===== config.mk =====
export PLATFORM = sky130hd
export DESIGN_NAME = reg_writeback_ctrl
export DESIGN_NICKNAME = d
export VERILOG_FILES = /design/src/rtl/rv_pkg.sv /design/src/rtl/wb_skid_buf.sv /design/src/rtl/reg_writeback_ctrl.sv
export SDC_FILE = /design/constraint.sdc
export NUM_CORES = 1
export LEC_CHECK = 0
export BUFFER_PORTS_ARGS = -buffer_cell sky130_fd_sc_hd__buf_2
export CAP_MARGIN = 20
export CORE_ASPECT_RATIO = 0.6
export CORE_MARGIN = 5
export CORE_UTILIZATION = 30
export DETAILED_ROUTE_END_ITERATION = 8
export HOLD_SLACK_MARGIN = 0.08
export PLACE_DENSITY = 0.55
export SLEW_MARGIN = 10
export SYNTH_ARGS = -nofsm -noshare
export SYNTH_HDL_FRONTEND = slang
export SYNTH_HIERARCHICAL = 1
export SYNTH_SLANG_ARGS = --single-unit

===== constraint.sdc =====
create_clock -name clk -period 2.4 [get_ports clk]
set_clock_uncertainty 0.1 [all_clocks]
set_input_delay 0.24 -clock clk [delete_from_list [all_inputs] [get_ports clk]]
set_output_delay 0.24 -clock clk [all_outputs]
set_load 0.05 [all_outputs]

===== src/rtl/rv_pkg.sv =====
// Shared constants and types for the integer register-file writeback path.
package rv_pkg;

  localparam int unsigned XLEN  = 32;
  localparam int unsigned NREGS = 32;
  localparam int unsigned AW    = $clog2(NREGS);

  typedef logic [AW-1:0] reg_addr_t;

  // Which requester owns the register-file write port this cycle.
  typedef enum logic [1:0] {
    WB_NONE,
    WB_FAST,
    WB_SLOW_BUF,
    WB_SLOW_DIR
  } wb_src_e;

  typedef enum logic {
    SKID_EMPTY,
    SKID_HELD
  } skid_state_e;

endpackage


===== src/rtl/wb_skid_buf.sv =====
// One-entry skid buffer for long-latency results that lose write-port
// arbitration to the fast path. Accepts only when empty; drains as soon as
// the fast path releases the port.
module wb_skid_buf
  import rv_pkg::*;
(
  input  logic            clk,
  input  logic            rst_n,
  input  logic            in_valid_i,
  output logic            in_ready_o,
  input  logic [AW-1:0]   in_rd_i,
  input  logic [XLEN-1:0] in_data_i,
  input  logic            out_block_i,
  output logic            out_valid_o,
  output logic [AW-1:0]   out_rd_o,
  output logic [XLEN-1:0] out_data_o
);

  skid_state_e     state_q, state_d;
  logic [AW-1:0]   rd_q, rd_d;
  logic [XLEN-1:0] data_q, data_d;

  // State and payload registers; reset discards any held result.
  always_ff @(posedge clk or negedge rst_n) begin
    if (!rst_n) begin
      state_q <= SKID_EMPTY;
      rd_q    <= '0;
      data_q  <= '0;
    end else begin
      state_q <= state_d;
      rd_q    <= rd_d;
      data_q  <= data_d;
    end
  end

  // Capture a blocked result when empty; release it once the port is free.
  always_comb begin
    state_d     = state_q;
    rd_d        = rd_q;
    data_d      = data_q;
    in_ready_o  = (state_q == SKID_EMPTY);
    out_valid_o = (state_q == SKID_HELD);
    case (state_q)
      SKID_EMPTY: begin
        if (in_valid_i && out_block_i) begin
          rd_d    = in_rd_i;
          data_d  = in_data_i;
          state_d = SKID_HELD;
        end
      end
      SKID_HELD: begin
        if (!out_block_i) state_d = SKID_EMPTY;
      end
    endcase
  end

  assign out_rd_o   = rd_q;
  assign out_data_o = data_q;

endmodule


===== src/rtl/reg_writeback_ctrl.sv =====
// Register-file writer: arbitrates fast-path and long-latency writes, keeps a
// pending-write scoreboard and raises decode hazards.
// Optional macro REG_WB_FWD_EN adds fwd_rs1_o/fwd_rs2_o and lets a slow
// write in flight on we3 stop stalling its readers that cycle.
module reg_writeback_ctrl
  import rv_pkg::*;
(
  input  logic            clk,
  input  logic            rst_n,
  input  logic            issue_valid_i,
  input  logic [AW-1:0]   issue_rd_i,
  input  logic            fast_valid_i,
  input  logic [AW-1:0]   fast_rd_i,
  input  logic [XLEN-1:0] fast_data_i,
  input  logic            slow_valid_i,
  output logic            slow_ready_o,
  input  logic [AW-1:0]   slow_rd_i,
  input  logic [XLEN-1:0] slow_data_i,
  input  logic [AW-1:0]   q_rs1_i,
  input  logic [AW-1:0]   q_rs2_i,
  input  logic [AW-1:0]   q_rd_i,
  output logic            stall_o,
  output logic            we3,
  output logic [AW-1:0]   a3,
  output logic [XLEN-1:0] wd3
`ifdef REG_WB_FWD_EN
  ,
  output logic            fwd_rs1_o,
  output logic            fwd_rs2_o
`endif
);

  logic [NREGS-1:0] pending_q, pending_d;
  logic [NREGS-1:0] set_mask, clr_mask, visible;
  logic             buf_valid;
  logic [AW-1:0]    buf_rd;
  logic [XLEN-1:0]  buf_data;
  wb_src_e          wb_src;
  logic [AW-1:0]    sel_rd;
  logic [XLEN-1:0]  sel_data;
  logic             slow_wr;

  wb_skid_buf u_skid (
    .clk         (clk),
    .rst_n       (rst_n),
    .in_valid_i  (slow_valid_i),
    .in_ready_o  (slow_ready_o),
    .in_rd_i     (slow_rd_i),
    .in_data_i   (slow_data_i),
    .out_block_i (fast_valid_i),
    .out_valid_o (buf_valid),
    .out_rd_o    (buf_rd),
    .out_data_o  (buf_data)
  );

  // Write-port arbitration: fast, then buffered slow, then direct slow.
  // Direct slow is only reachable while the buffer is empty (ready=1).
  always_comb begin
    wb_src   = WB_NONE;
    sel_rd   = '0;
    sel_data = '0;
    if (fast_valid_i) begin
      wb_src   = WB_FAST;
      sel_rd   = fast_rd_i;
      sel_data = fast_data_i;
    end else if (buf_valid) begin
      wb_src   = WB_SLOW_BUF;
      sel_rd   = buf_rd;
      sel_data = buf_data;
    end else if (slow_valid_i) begin
      wb_src   = WB_SLOW_DIR;
      sel_rd   = slow_rd_i;
      sel_data = slow_data_i;
    end
  end

  assign we3     = (wb_src != WB_NONE) && (sel_rd != '0);
  assign a3      = we3 ? sel_rd : '0;
  assign wd3     = we3 ? sel_data : '0;
  assign slow_wr = we3 && ((wb_src == WB_SLOW_BUF) || (wb_src == WB_SLOW_DIR));

  // Scoreboard update masks; set is applied after clear so it wins.
  always_comb begin
    set_mask  = '0;
    clr_mask  = '0;
    if (issue_valid_i && (issue_rd_i != '0)) set_mask = NREGS'(1) << issue_rd_i;
    if (slow_wr) clr_mask = NREGS'(1) << sel_rd;
    pending_d = (pending_q & ~clr_mask) | set_mask;
  end

  // Pending-write scoreboard register.
  always_ff @(posedge clk or negedge rst_n) begin
    if (!rst_n) pending_q <= '0;
    else        pending_q <= pending_d;
  end

`ifdef REG_WB_FWD_EN
  assign visible   = pending_q & ~clr_mask;
  assign fwd_rs1_o = we3 && (a3 == q_rs1_i) && (a3 != '0);
  assign fwd_rs2_o = we3 && (a3 == q_rs2_i) && (a3 != '0);
`else
  assign visible   = pending_q;
`endif

  assign stall_o = visible[q_rs1_i] | visible[q_rs2_i] | visible[q_rd_i];

  a_issue_free: assert property (@(posedge clk) disable iff (!rst_n)
    (issue_valid_i && (issue_rd_i != '0)) |-> !pending_q[issue_rd_i]);

  a_slow_pending: assert property (@(posedge clk) disable iff (!rst_n)
    (slow_valid_i && slow_ready_o && (slow_rd_i != '0)) |-> pending_q[slow_rd_i]);

  a_slow_stable: assert property (@(posedge clk) disable iff (!rst_n)
    (slow_valid_i && !slow_ready_o) |=> ($stable(slow_rd_i) && $stable(slow_data_i)));

endmodule


==> metrics.md <==
| Metric | Value |
|---|---|
| Initial antenna violation count | 0 |
| Post-synthesis sequential area ratio | 38.1% |
| Critical path arrival | 2410 ps |
| H-tree levels | 3 |
| Most frequent cells in the layout | buf_2, o21ai_0, dfrtp_1 |
| Worst Max-Slew Pin Slew | 666 ps |
| Fmax | 0.363 GHz |
| HP Class | in -> reg |
| Clk sinks | 70 |
| Worst IR Drop VDD | 310 uV |
| Area of the multi-input gates | 2980 sq um |
| Core Rows | 35 |
| Startpoint types | register |
| DPL Wire Length | 12400 microns |
| Violated checks | negative setup slack |
| Clock Latency Late Sink | 330 ps |
| CTS tree | done |
| Die Wd | 170 microns |
| Status | finished, violations left |
| Io pins | 139 |
| Final worst setup slack | -354 ps |
| Mapped Cells | 427 |
| Hold WS | 99.4 ps |
| Syn Area/Cell | 10.8 sq um |
| Final net count | 739 |
| Final WL | 16500 microns |
| Crit-path max cell delay | 500 ps |
| Drt first-iter violations | 357 |
| DR vias | 4560 |
| TritonCTS buffer count | 9 |
| DR pass1 iterations | 6 |
| Final Cycle Share | 115% |
| Core region area | 15200 sq um |
| Area Overhead vs Synth | 56.5% |
| Worst EP required | 2060 ps |
| CTS root buffer | clkbuf_16 |
| Vias/cell | 5.38 |
| Crit-path slowest cell | mux4_2 |
| Largest net degree at the start of global routing | 37 |
| Commonest non-fill, non-tap cell in the layout | buf_2 |
| Layout cells sized above 1 | 50.4% |
| Max Cap Viol | 0 |
| # diodes | 0 |
| DRC | 0 |
| Crit Path Class | reg -> out |
| Synthesized net count | 526 |
| Yosys cell types | 43 |
| Endpoints failing hold | 0 |
| Fin crit period | 2750 ps |
| First-pass GRT wire length | 26900 microns |
| Power Total | 5160 uW |
| CTS max path bufs | 2 |
| Grt ovf | 0 |
| Max-slew violation count | 0 |
| Flops & latches, synth | 70 |
| RSZ-0062 raised after global routing | yes |
| Sequential Area | 1750 sq um |
| Cell mode on critical path | mux4_2 |
| Worst path bufs/invs | 1 |
| Post-place setup slack | -182 ps |
| Die area | 18000 sq um |
| Synthesized area | 4600 sq um |
| WL/cell | 19.5 microns |
| Final setup fails | 5 |
| RePlAce Congestion | 0.940 |
| Starting Density | 30.3% |
| Endpoint type of the worst setup path | primary output |
| I/O Buffers | 138 |
| CP top delay family | multiplexers |
| Final antenna-violating net count | 0 |
| Number of global-route vias before repair | 4855 |
| CP max FO | 3 |
| Lkg Pwr | 0.00313 uW |
| Max transition margin | 55.1% |
| Total track usage | 18.6% |
| Worst path cell trace | mux4_2 -> mux4_2 -> mux2i_1 -> nand2_1 -> or3_4 -> buf_6 |
| Yosys warnings | 6 |
| Die H | 106 microns |
| Pwr dens | 717 nW/um^2 |
| Worst-path clk slew | 60 ps |
| Fillcell total | 1414 |
[cells in the mapped netlist, drive strengths merged]
library cell	number	area (sq um)
o2bb2ai	7	61.3
a211o	1	8.76
nand3	12	60.1
o21ai	79	395
mux2	38	541
a221oi	1	8.76
and3b	1	8.76
nor3	3	20.0
o2111a	1	11.3
o31ai	3	22.5
clkbuf	22	82.6
nor3b	1	7.51
nand2b	12	75.1
nand2	14	52.6
o211ai	2	15.0
and4b	1	10.0
o2111ai	3	26.3
nand3b	10	87.6
mux2i	7	70.1
nor2	35	131
nor2b	11	68.8
a221o	32	320
or2	2	12.5
dfrtp	70	1750
a21oi	3	15.0
a311oi	1	8.76
nand4b	1	8.76
a31o	1	8.76
inv	6	22.5
and2	1	6.26
o21a	1	7.51
mux4	22	495
buf	12	109
a31oi	5	31.3
or3b	1	8.76
or3	1	6.26
nand4	4	25.0
[registers in the layout, summed over array words and instances, names as in the netlist]
| name | cells |
|---|---|
| pending_q | 32 |
| u_skid/out_data_o | 32 |
| u_skid/out_rd_o | 5 |
| u_skid/out_valid_o | 1 |
[layer usage]
layer	routed length (microns)	vias to the layer above	track usage, %
met4	235	0	4.27
li1	-	2074	-
met1	7840	2283	28.0
met2	7180	184	27.1
met3	1250	19	4.12
met5	0	-	0
[timing repair]
item | in CTS | in global routing
hold endpoints to repair | 68 | 0
pin swaps | 16 | 4
hold buffers | 35 | 0
buffers inserted | 7 | 5
gates resized for setup | 84 | 5
setup endpoints to repair | 34 | 34
[power by group]
group / internal, uW / leakage [uW] / switching, uW
Sequential: 1460 / 0.000831 / 179
Clock: 908 / 0.000152 / 513
Combinational: 1080 / 0.00214 / 1030
[worst paths after layout]
path / from / endpoint / slack, ps / depth (start not counted)
hold / removal: slow_data_i[23] / u_skid/out_data_o[23] / 100 / 2
max in group asynchronous: rst_n / pending_q[23] / 1170 / 3
min in group asynchronous: rst_n / u_skid/out_data_o[19] / 220 / 2
hold reg to reg: pending_q[0] / pending_q[0] / 330 / 0
setup / recovery: pending_q[31] / stall_o / -350 / 6
setup reg to reg: u_skid/out_valid_o / pending_q[15] / 80 / 7
[metrics by stage]
step | cell area [sq um] | instances | TNS [ps] | utilization [%]
global route | 7200 | 848 | -2450 | 47.4
global placement | 6140 | 785 | -196 | 40.4
CTS | 7140 | 843 | -2210 | 47.0
finish | 7200 | 848 | -415 | 47.4
detailed placement | 6140 | 785 | -182 | 40.4
floorplan | 4930 | 427 | -18.0 | -
[cells by family after synthesis]
| group | after synthesis | share of synthesized area (%) |
|---|---|---|
| and+or+nand+nor | 110 | 12.8 |
| AOI/OAI and AO/OA | 140 | 20.4 |
| buffers and inverters | 40 | 4.65 |
| DFF | 70 | 38.1 |
| muxes | 67 | 24.0 |
[layout make-up]
cell class	instances	share of cell area (%)
Clock inverter	6	1.20
Timing Repair Buffer	236	26.1
Inverter	6	0.365
Tap cell	203	3.53
Multi-Input combinational cell	317	41.3
Clock buffer	10	3.18
Sequential cell	70	24.3
No activity file was read; power rests on OpenSTA's default activity.
